## config.mk

```make
export PLATFORM = sky130hd
export DESIGN_NAME = rs_issue_scheduler
export DESIGN_NICKNAME = d
export VERILOG_FILES = /design/src/rtl/rs_issue_scheduler.sv
export SDC_FILE = /design/constraint.sdc
export NUM_CORES = 2
export LEC_CHECK = 0
export CAP_MARGIN = 20
export CELL_PAD_IN_SITES_DETAIL_PLACEMENT = 1
export CELL_PAD_IN_SITES_GLOBAL_PLACEMENT = 2
export CORE_UTILIZATION = 44
export DETAILED_ROUTE_END_ITERATION = 7
export DONT_BUFFER_PORTS = 1
export GPL_ROUTABILITY_DRIVEN = 0
export PLACE_DENSITY_LB_ADDON = 0.25
export SYNTH_ARGS = -nofsm -noshare
export SYNTH_HDL_FRONTEND = slang
export SYNTH_SLANG_ARGS = --single-unit
```

## constraint.sdc

```tcl
create_clock -name clk -period 94.7 [get_ports clk]
set_input_delay 18.94 -clock clk [delete_from_list [all_inputs] [get_ports clk]]
set_output_delay 18.94 -clock clk [all_outputs]
set_load 0.1 [all_outputs]
```

## src/rtl/rs_issue_scheduler.sv

```systemverilog
// rs_issue_scheduler: wakeup/select scheduler for the reservation station.
// Tracks per-line state (FREE/WAIT/ISSUED) and source readiness. Each cycle it
// hands the oldest ready line to every functional unit over a valid/ready pair.

// Oldest-candidate picker for one functional unit.
module rs_fu_select #(
    parameter int RS_DEPTH = 16,
    parameter int LINE_W   = 4,
    parameter int AGE_W    = 4
) (
    input  logic [RS_DEPTH-1:0]            cand,
    input  logic [RS_DEPTH-1:0][AGE_W-1:0] age,
    output logic                           found,
    output logic [LINE_W-1:0]              line
);
    logic [AGE_W-1:0] best_age;

    // Linear min-age scan; ROB indices are unique, so ages never tie.
    always_comb begin
        found    = 1'b0;
        line     = '0;
        best_age = '1;
        for (int i = 0; i < RS_DEPTH; i++) begin
            if (cand[i] && (!found || age[i] < best_age)) begin
                found    = 1'b1;
                line     = LINE_W'(i);
                best_age = age[i];
            end
        end
    end
endmodule

module rs_issue_scheduler #(
    parameter  int RS_DEPTH = 16,
    parameter  int PREG_W   = 6,
    parameter  int ROB_W    = 4,
    parameter  int NUM_FU   = 3,
    localparam int LINE_W   = $clog2(RS_DEPTH),
    localparam int CNT_W    = $clog2(RS_DEPTH + 1),
    localparam int FU_W     = $clog2(NUM_FU)
) (
    input  logic                       clk,
    input  logic                       rst,
    input  logic                       flush,
    input  logic                       alloc_en_1,
    input  logic                       alloc_en_2,
    input  logic [LINE_W-1:0]          alloc_line_1,
    input  logic [LINE_W-1:0]          alloc_line_2,
    input  logic [FU_W-1:0]            alloc_fu_1,
    input  logic [FU_W-1:0]            alloc_fu_2,
    input  logic [PREG_W-1:0]          alloc_ps1_1,
    input  logic [PREG_W-1:0]          alloc_ps1_2,
    input  logic [PREG_W-1:0]          alloc_ps2_1,
    input  logic [PREG_W-1:0]          alloc_ps2_2,
    input  logic                       alloc_rdy1_1,
    input  logic                       alloc_rdy1_2,
    input  logic                       alloc_rdy2_1,
    input  logic                       alloc_rdy2_2,
    input  logic [ROB_W-1:0]           alloc_rob_1,
    input  logic [ROB_W-1:0]           alloc_rob_2,
    input  logic [ROB_W-1:0]           rob_head,
    input  logic [NUM_FU-1:0]          wb_valid,
    input  logic [NUM_FU*PREG_W-1:0]   wb_pd,
    input  logic [NUM_FU-1:0]          fu_ready,
    output logic [NUM_FU-1:0]          issue_valid,
    output logic [NUM_FU*LINE_W-1:0]   issue_line,
    output logic [RS_DEPTH-1:0]        free_mask,
    output logic [CNT_W-1:0]           free_count,
    output logic                       rs_full,
    output logic                       alloc_err
);
    typedef enum logic [1:0] {E_FREE, E_WAIT, E_ISSUED} ent_st_t;

    typedef struct packed {
        logic              en;
        logic [LINE_W-1:0] line;
        logic [FU_W-1:0]   fu;
        logic [PREG_W-1:0] ps1;
        logic [PREG_W-1:0] ps2;
        logic              rdy1;
        logic              rdy2;
        logic [ROB_W-1:0]  rob;
    } alloc_req_t;

    // Registered per-line state and payload
    ent_st_t                         st_q [RS_DEPTH];
    logic [RS_DEPTH-1:0][FU_W-1:0]   fu_q;
    logic [RS_DEPTH-1:0][PREG_W-1:0] ps1_q, ps2_q;
    logic [RS_DEPTH-1:0][ROB_W-1:0]  rob_q;
    logic [RS_DEPTH-1:0]             rdy1_q, rdy2_q;
    logic [NUM_FU-1:0]               iv_q;
    logic [NUM_FU-1:0][LINE_W-1:0]   il_q;
    logic [RS_DEPTH-1:0]             fm_q;
    logic [CNT_W-1:0]                fc_q;
    logic                            err_q;

    // Next-state
    ent_st_t                         st_n [RS_DEPTH];
    logic [RS_DEPTH-1:0]             rdy1_n, rdy2_n;
    logic [NUM_FU-1:0]               iv_n;
    logic [NUM_FU-1:0][LINE_W-1:0]   il_n;
    logic [RS_DEPTH-1:0]             fm_n;
    logic [CNT_W-1:0]                fc_n;

    alloc_req_t [1:0]                req;
    logic [1:0]                      alloc_ok;
    logic                            alloc_bad;
    logic [NUM_FU-1:0][PREG_W-1:0]   wb_tag;
    logic [RS_DEPTH-1:0][ROB_W-1:0]  age;
    logic [NUM_FU-1:0][RS_DEPTH-1:0] cand;
    logic [NUM_FU-1:0]               sel_found;
    logic [NUM_FU-1:0][LINE_W-1:0]   sel_line;

    assign req[0] = {alloc_en_1, alloc_line_1, alloc_fu_1, alloc_ps1_1, alloc_ps2_1,
                     alloc_rdy1_1, alloc_rdy2_1, alloc_rob_1};
    assign req[1] = {alloc_en_2, alloc_line_2, alloc_fu_2, alloc_ps1_2, alloc_ps2_2,
                     alloc_rdy1_2, alloc_rdy2_2, alloc_rob_2};
    assign wb_tag = wb_pd;

    assign issue_valid = iv_q;
    assign issue_line  = il_q;
    assign free_mask   = fm_q;
    assign free_count  = fc_q;
    assign rs_full     = (fc_q < CNT_W'(2));
    assign alloc_err   = err_q;

    function automatic logic wb_hit(input logic [PREG_W-1:0] tag,
                                    input logic [NUM_FU-1:0] vld,
                                    input logic [NUM_FU-1:0][PREG_W-1:0] tags);
        logic hit = 1'b0;
        for (int f = 0; f < NUM_FU; f++) hit |= vld[f] && (tags[f] == tag);
        return hit;
    endfunction

    // Eligibility and age are taken from registered state only, so a wakeup
    // or allocation this cycle becomes selectable one cycle later.
    always_comb begin
        cand = '0;
        age  = '0;
        for (int i = 0; i < RS_DEPTH; i++) begin
            age[i] = rob_q[i] - rob_head;
            for (int f = 0; f < NUM_FU; f++)
                cand[f][i] = (st_q[i] == E_WAIT) && rdy1_q[i] && rdy2_q[i] &&
                             (fu_q[i] == FU_W'(f));
        end
    end

    for (genvar f = 0; f < NUM_FU; f++) begin : g_fu
        rs_fu_select #(.RS_DEPTH(RS_DEPTH), .LINE_W(LINE_W), .AGE_W(ROB_W)) u_sel (
            .cand  (cand[f]),
            .age   (age),
            .found (sel_found[f]),
            .line  (sel_line[f])
        );
    end

    // Allocation legality: target must be FREE in registered state, FU index
    // must exist, and port 2 loses a same-line collision with port 1.
    always_comb begin
        for (int p = 0; p < 2; p++)
            alloc_ok[p] = req[p].en && (st_q[req[p].line] == E_FREE) &&
                          (req[p].fu < FU_W'(NUM_FU));
        if (req[0].en && req[1].en && (req[0].line == req[1].line))
            alloc_ok[1] = 1'b0;
        alloc_bad = (req[0].en && !alloc_ok[0]) || (req[1].en && !alloc_ok[1]);
    end

    // Next-state: handshake free, select, wakeup and allocate touch disjoint
    // lines/fields, so applying them in sequence is order-independent.
    always_comb begin
        st_n   = st_q;
        rdy1_n = rdy1_q;
        rdy2_n = rdy2_q;
        iv_n   = iv_q;
        il_n   = il_q;
        for (int f = 0; f < NUM_FU; f++) begin
            if (iv_q[f] && fu_ready[f]) begin
                st_n[il_q[f]] = E_FREE;
                iv_n[f]       = 1'b0;
            end
            if ((!iv_q[f] || fu_ready[f]) && sel_found[f]) begin
                st_n[sel_line[f]] = E_ISSUED;
                iv_n[f]           = 1'b1;
                il_n[f]           = sel_line[f];
            end
        end
        for (int i = 0; i < RS_DEPTH; i++) begin
            if (st_q[i] == E_WAIT) begin
                if (wb_hit(ps1_q[i], wb_valid, wb_tag)) rdy1_n[i] = 1'b1;
                if (wb_hit(ps2_q[i], wb_valid, wb_tag)) rdy2_n[i] = 1'b1;
            end
        end
        for (int p = 0; p < 2; p++) begin
            if (alloc_ok[p]) begin
                st_n[req[p].line]   = E_WAIT;
                rdy1_n[req[p].line] = req[p].rdy1 || wb_hit(req[p].ps1, wb_valid, wb_tag);
                rdy2_n[req[p].line] = req[p].rdy2 || wb_hit(req[p].ps2, wb_valid, wb_tag);
            end
        end
    end

    // Free mask and population count derived from next-state.
    always_comb begin
        fm_n = '0;
        fc_n = '0;
        for (int i = 0; i < RS_DEPTH; i++) begin
            fm_n[i] = (st_n[i] == E_FREE);
            fc_n    = fc_n + CNT_W'(st_n[i] == E_FREE);
        end
    end

    // Control state: reset over flush over normal update; flush keeps alloc_err.
    always_ff @(posedge clk) begin
        if (rst) begin
            for (int i = 0; i < RS_DEPTH; i++) st_q[i] <= E_FREE;
            rdy1_q <= '0;
            rdy2_q <= '0;
            iv_q   <= '0;
            il_q   <= '0;
            fm_q   <= '1;
            fc_q   <= CNT_W'(RS_DEPTH);
            err_q  <= 1'b0;
        end else if (flush) begin
            for (int i = 0; i < RS_DEPTH; i++) st_q[i] <= E_FREE;
            iv_q <= '0;
            fm_q <= '1;
            fc_q <= CNT_W'(RS_DEPTH);
        end else begin
            st_q   <= st_n;
            rdy1_q <= rdy1_n;
            rdy2_q <= rdy2_n;
            iv_q   <= iv_n;
            il_q   <= il_n;
            fm_q   <= fm_n;
            fc_q   <= fc_n;
            if (alloc_bad) err_q <= 1'b1;
        end
    end

    // Payload is only meaningful while a line is occupied, so it needs no reset.
    always_ff @(posedge clk) begin
        if (!rst && !flush) begin
            for (int p = 0; p < 2; p++) begin
                if (alloc_ok[p]) begin
                    fu_q[req[p].line]  <= req[p].fu;
                    ps1_q[req[p].line] <= req[p].ps1;
                    ps2_q[req[p].line] <= req[p].ps2;
                    rob_q[req[p].line] <= req[p].rob;
                end
            end
        end
    end
endmodule

```

# --- Yosys cells after proc, flatten, opt, wreduce, memory -nomap -nowiden ---
# Cells that the tools add are included.
# W data, S select, Z words.
word_totals:
  regBits: 389
  out_inout_bits: 38
  elab_cells: 1137
op_classes:
  add_sub_neg: 31
  magnitude_cmp: 68
  n_eq_ne: 157
  n_mux: 283
  n_bitwise: 102
  n_reduce_logical: 405
op_table:
  columns: ["operator", "n"]
  rows:
  - ["$eq A6 B6 Y1", 108]
  - ["$mux W96", 6]
  - ["$bwmux W96", 4]
  - ["$mux W32", 11]
  - ["$mux W4", 71]
  - ["$logic_and A1 B1 Y1", 258]
  - ["$mux W64", 3]
  - ["$lt A4 B4 Y1", 45]
  - ["$bwmux W64", 2]
  - ["$mux W1", 124]
  - ["$and A32 B32 Y32", 3]
  - ["$not A32 Y32", 3]
  - ["$and A16 B16 Y16", 5]
  - ["$demux W2 S4", 10]
  - ["$not A16 Y16", 5]
  - ["$or A16 B16 Y16", 5]
  - ["$or A1 B1 Y1", 72]
  - ["$logic_not A2 Y1", 34]
  - ["$bwmux W16", 4]
  - ["$bwmux W32", 2]
  - ["$eq A2 B1 Y1 const B", 32]
  - ["$mux W16", 4]
  - ["$sub A4 B4 Y4", 16]
  - ["$add A5 B1 Y5", 11]
  - ["other kinds (26)", 208]

# --- Longest topological paths before layout ---
logic_depth:
  ltp_word: 101
  depth_mapped: 144
  depth_no_buf: 142

# --- By module ---
# Synthesis repeated with hierarchy kept, for this count alone.
hier_totals:
  hier_cells: 5238
  hier_area_um2: 42937.4
by_module_without_submodules:
  columns: ["module", "instances", "cells_each", "area_each_um2"]
  rows:
  - ["rs_issue_scheduler", 1, 3486, 31222.4]
  - ["rs_fu_select", 3, 584, 3905.0]

# --- Worst setup path before layout ---
# Ideal clock, no wire load.
synth_path:
  kind: "input to register"
  startpoint: "input rob_head[1]"
  endpoint: "register fc_q[4] (netlist: free_count[4])"
  setup_time_ns: 0.135
  arrival_time_ns: 45.767
  required_time_ns: 94.565
  slack_ns: 48.798
  stages: 124
  cell_sequence: "inv_1 -> ha_1 -> a21o_1 -> a21oi_1 -> xnor2_1 -> nor2_1 -> ha_1 -> a21o_1 -> a21oi_1 -> nand2_1 -> nand2_1 -> o21ai_0 -> ha_1 -> a21o_1 -> a21boi_4 -> nor2_1 -> o21ai_0 -> mux2_2 -> [88 not listed] -> nand2_1 -> or4_1 -> nor4_1 -> nor3_2 -> and4_1 -> buf_2 -> a31o_1 -> and3b_1 -> fa_1 -> inv_1 -> fa_1 -> fa_1 -> inv_1 -> fa_1 -> ha_1 -> fa_1 -> a21oi_1 -> o21ai_0"
synth_via:
  word_cells_on_any_way: 402
  classes_between: "31 x add/sub; 51 x order compare; 148 x mux; 18 x bitwise; 154 x reduce/logical"
synth_lines:
  columns: ["item", "line", "source"]
  rows:
  - ["from (decl)", "61", "input logic [ROB_W-1:0] rob_head,"]
  - ["$sub A4 B4 Y4", "141", "age[i] = rob_q[i] - rob_head;"]
  - ["$mux W4", "24", "if (cand[i] && (!found || age[i] < best_age)) begin"]
  - ["$lt A4 B4 Y1", "24", null]
  - ["$logic_or A1 B1 Y1", "24", null]
  - ["$logic_and A1 B1 Y1", "24", null]
  - ["$mux W4 / $mux W1 (equally long branches)", "24", null]
  - ["$lt A4 B4 Y1 / $logic_not A1 Y1 (equally long branches)", "24", null]
  - ["$logic_or A1 B1 Y1", "24", null]
  - ["[69 not listed]", null, null]
  - ["$mux W32 *", "181", "if ((!iv_q[f] || fu_ready[f]) && sel_found[f]) begin"]
  - ["$or A16 B16 Y16 (no line)", null, null]
  - ["$mux W32 *", "194", "if (alloc_ok[p]) begin"]
  - ["$or A16 B16 Y16 (no line)", null, null]
  - ["$mux W32 *", "194", null]
  - ["$logic_not A2 Y1 *", null, null]
  - ["via fm_n[9]", "102", "logic [RS_DEPTH-1:0] fm_n;"]
  - ["$add A5 B1 Y5 * (7 in series)", "208", "fc_n = fc_n + CNT_W'(st_n[i] == E_FREE);"]
  - ["to (signal assigned)", "221", "fc_q <= CNT_W'(RS_DEPTH);"]
  - ["to (signal assigned)", "227", "fc_q <= CNT_W'(RS_DEPTH);"]
  - ["to (signal assigned)", "235", "fc_q <= fc_n;"]
  - ["to (decl)", "94", "logic [CNT_W-1:0] fc_q;"]
# Mark *: on every way through the listed nets, which the timed path passes. The rest lies on a longest branch.
# A chain may end at the register's enable or synchronous reset.

# --- Worst setup path after layout ---
# Ends and elaborated chain as after synthesis.

==> implementation parameters <==
Parameter                              Value

STA
  Worst setup skew after layout    0.04542 ns
  Top achievable clock speed    20.03 MHz
  Final Setup Violations    0
  Final Max Slew Viols    0
  Worst rel slew slack    0.1731
  Post-route clock period utilization    0.5272
  Slew at the pin with the worst max-slew slack    1.238 ns
  Minimum clock period    49.92 ns
  Fin Setup TNS    0 ns
  Setup repair after global routing missed its margin    false
  Final number of hold-violating endpoints    0

Power
  Power per Cell Area    11.48 nW/um^2
  Clock share of power    0.393
  Switching power    0.0001395 W
  Leakage Power    17.43 nW
  Total internal power    0.0003317 W
  Combinational power share    0.175
  Switching part of the total    0.2959
  Power share of the sequential group    0.432
  Largest voltage drop on the vdd net    0.01654 mV

Clock tree
  Number of levels in the clock H-tree    2
  Number of buffers added by the clock tree synthesis step    48
  Post-CTS sizing    0
  Post-cts hold buffer count    0
  CTS Buffer Depth    3
  Clock transition time at the flip-flop clock pins of the worst setup and hold paths    0.06 ns
  Clock latency at the later pin of the worst-skew pair    0.62 ns
  Clock tree from TritonCTS    yes
  Clk sink count    389
  Post-CTS Setup Bufs    0
  Cell at the root of the clock tree    sky130_fd_sc_hd__clkbuf_16

Cells and area
  Most common library cell in the layout ignoring fill and taps    sky130_fd_sc_hd__nor2_1
  Area added between synthesis and finish    6.088%
  Net count, final    4751
  Flip-flop and latch area    10670 um^2
  Number of filler cells placed in the layout    10360
  Multi-input logic area    26350 um^2
  Highest-count cells in the layout ignoring fill and taps    sky130_fd_sc_hd__nor2_1 (661), sky130_fd_sc_hd__a21oi_1 (571), sky130_fd_sc_hd__xnor2_1 (360)
  Post-Layout Inst Area    41030 um^2
  Share of layout cells above drive strength 1    0.05835

Route
  Detailed Route WL    155100 um
  Total iterations of the first detailed-routing run    5
  Number of nets with antenna violations after detailed routing    0
  Average wire per standard cell    27.38 um
  Number of vias after detailed routing    35630
  Vias per std cell    6.290
  Number of violations reported at the end of detailed-routing iteration 0    3031
  Number of design rule violations left after detail routing    0

Global route
  Wire length of the first global-routing pass    229600 um
  Pin count of the biggest net entering global routing    114
  Via count of the first global-routing pass    35380
  Number of antenna violations at the first check in global routing    3
  Global-route usage over all layers    0.3375
  Congestion Overflow GR    0

Critical path
  Source of the critical timing path    rob_head[1]
  Worst reg2reg endpoint    free_count[4]
  Nature of the critical path endpoint    flop
  Minimum setup slack among reg-to-reg paths    63.11 ns
  Largest incremental delay on the critical path    0.86 ns
  Kind of cell adding the most delay to the critical path    compound AO/OA/AOI/OAI gates
  Setup CP Type    in -> reg
  Critical path data arrival time    50.38 ns
  Buf/Inv on CP    5
  Data required, critical path    95.15 ns
  Critical-path maximum fanout    32
  Slowest library cell on the worst path    sky130_fd_sc_hd__o211ai_1
  Nature of the critical path startpoint    input pin
  CP most frequent cell    sky130_fd_sc_hd__ha_1
  Worst reg2reg path depth    117
  Launch point of the worst reg-to-reg path    st_q[30]

Min path
  Hold Path Depth    2
  Hold endpoint    rdy2_q[3]
  Kind of path behind the tightest hold check    reg -> reg
  Start point of the worst hold path    rdy2_q[3]

Floorplan
  Row Count    108
  Initial Util    0.4452
  Die area    89100 um^2
  Die width    298.5 um
  Floorplan Core Area    86890 um^2
  Y dimension of the die    298.5 um
  IO Count    119

Yosys
  Synthesis-stage register bit count    389
  Synth Net Count    4948
  Combined area of all synthesized cells    38680 um^2
  Library cells used by synthesis    109
  Average instance area after synthesis    8.290 um^2
  Post-synthesis sequential area ratio    0.2759
  Share of synthesized flip-flops with an asynchronous set or reset    0
  Number of enable-type register cells in the synthesized netlist    288
  Number of warnings reported in the yosys synthesis log    0
  Syn Inst Count    4666
  Most instantiated flip-flop cell in the synthesis netlist    sky130_fd_sc_hd__edfxtp_1

Placement
  Placed Instance Area    39520 um^2
  Port bufs    0
  HPWL reported at the end of detailed placement    106600 um

Outcome
  Outcome    finished clean

Job
  Max-cap violation count    0
## sequential cells by signal (all words and copies together), names as in the netlist
register and count:
rdy1_q 16, ps2_q 96, free_mask 16, rob_q 64, alloc_err 1, ps1_q 96, issue_line 12, fu_q 32
free_count 5, st_q 32, rdy2_q 16, issue_valid 3
## worst register-to-register path, delay by kind of cell (launching register included)
family / cells / cell delay [ns]
AOI/OAI and AO/OA: 48 / 12.50
adders and majority gates: 21 / 7.37
buffers and inverters: 3 / 0.21
DFF: 1 / 0.50
muxes: 8 / 3.13
and+or+nand+nor: 37 / 7.76
## per-layer routing
layer,up-vias,routed length [um],part of all wire,GRT usage
li1,16320,-,-,-
met2,1182,72370,0.47,0.5584
met5,-,13,0.000084,0
met3,291,9340,0.060,0.04595
met4,2,5648,0.036,0.1149
met1,17830,67710,0.44,0.4507
## power groups by stage
stage | combinational [W] | sequential [W] | clock (W)
global route | 0.0000911 | 0.000204 | 0.000192
global placement | 0.0000793 | 0.000207 | 0
floorplan | 0.0000722 | 0.000207 | 0
finish | 0.0000826 | 0.000204 | 0.000185
detailed placement | 0.0000821 | 0.000207 | 0
CTS | 0.0000826 | 0.000204 | 0.000186
## through the flow
step / total power (W) / hold slack (ns) / utilization / worst slack [ns] / instances
after floorplan: 0.0002788 / 0.4718 / - / 48.80 / 4666
after global placement: 0.0002861 / 0.4958 / 0.4548 / 45.78 / 5574
after detailed placement: 0.0002891 / 0.5088 / 0.4548 / 44.74 / 5574
after CTS: 0.0004722 / 0.5241 / 0.4722 / 45.23 / 5662
after global routing: 0.0004876 / 0.5580 / 0.4722 / 42.78 / 5662
final: 0.0004712 / 0.5175 / 0.4723 / 44.78 / 5664
## logic make-up after synthesis
kind of cell / synth area share
multiplexers: 0.09549
buffers and inverters: 0.04451
XOR/XNOR: 0.1590
flip-flops: 0.2759
AND/OR/NAND/NOR: 0.1785
adder cells (fa/ha/maj): 0.07032
AO/OA/AOI/OAI: 0.1764
## worst max-delay path by stage
stage	to	slack, ns	cells past startpoint
2_1_floorplan	free_count[4]	48.80	124
3_3_place_gp	free_count[4]	45.78	120
3_5_place_dp	free_count[4]	44.74	119
4_1_cts	free_count[4]	45.23	120
5_1_grt	free_count[4]	42.78	122
6_report	free_count[4]	44.78	120
## cell usage after synthesis (all sizes together), types with 17 or more instances
library cell / number / share of area
nor2b: 43 / 0.0070
nor4: 95 / 0.015
inv: 144 / 0.014
a211oi: 30 / 0.0065
xnor2: 360 / 0.082
nand2b: 31 / 0.0050
nand2: 231 / 0.022
o21a: 32 / 0.0062
o31ai: 17 / 0.0037
clkbuf: 212 / 0.021
ha: 175 / 0.057
nand4: 127 / 0.021
nor3: 69 / 0.0095
nand3: 69 / 0.0091
a21o: 63 / 0.012
nor2: 661 / 0.064
o41ai: 35 / 0.0079
o211ai: 27 / 0.0054
a21oi: 572 / 0.074
nor3b: 26 / 0.0052
mux2: 43 / 0.013
mux2i: 306 / 0.079
a31oi: 35 / 0.0060
fa: 26 / 0.013
o21ai: 149 / 0.019
and2: 34 / 0.0055
edfxtp: 288 / 0.22
xor2: 342 / 0.077
dfxtp: 101 / 0.052
buf: 99 / 0.010
## layout make-up
type                    count  share of cell area
diodes                      2           0.0001220
clock buffers              73             0.03409
clock inverters            15            0.002805
inverters                 144             0.01336
multi-input cells        3822              0.6422
flip-flops and latches    389              0.2600
well taps                1155             0.03522
repair buffers             64             0.01214
Note: power is estimated with default switching activity, not from simulation.
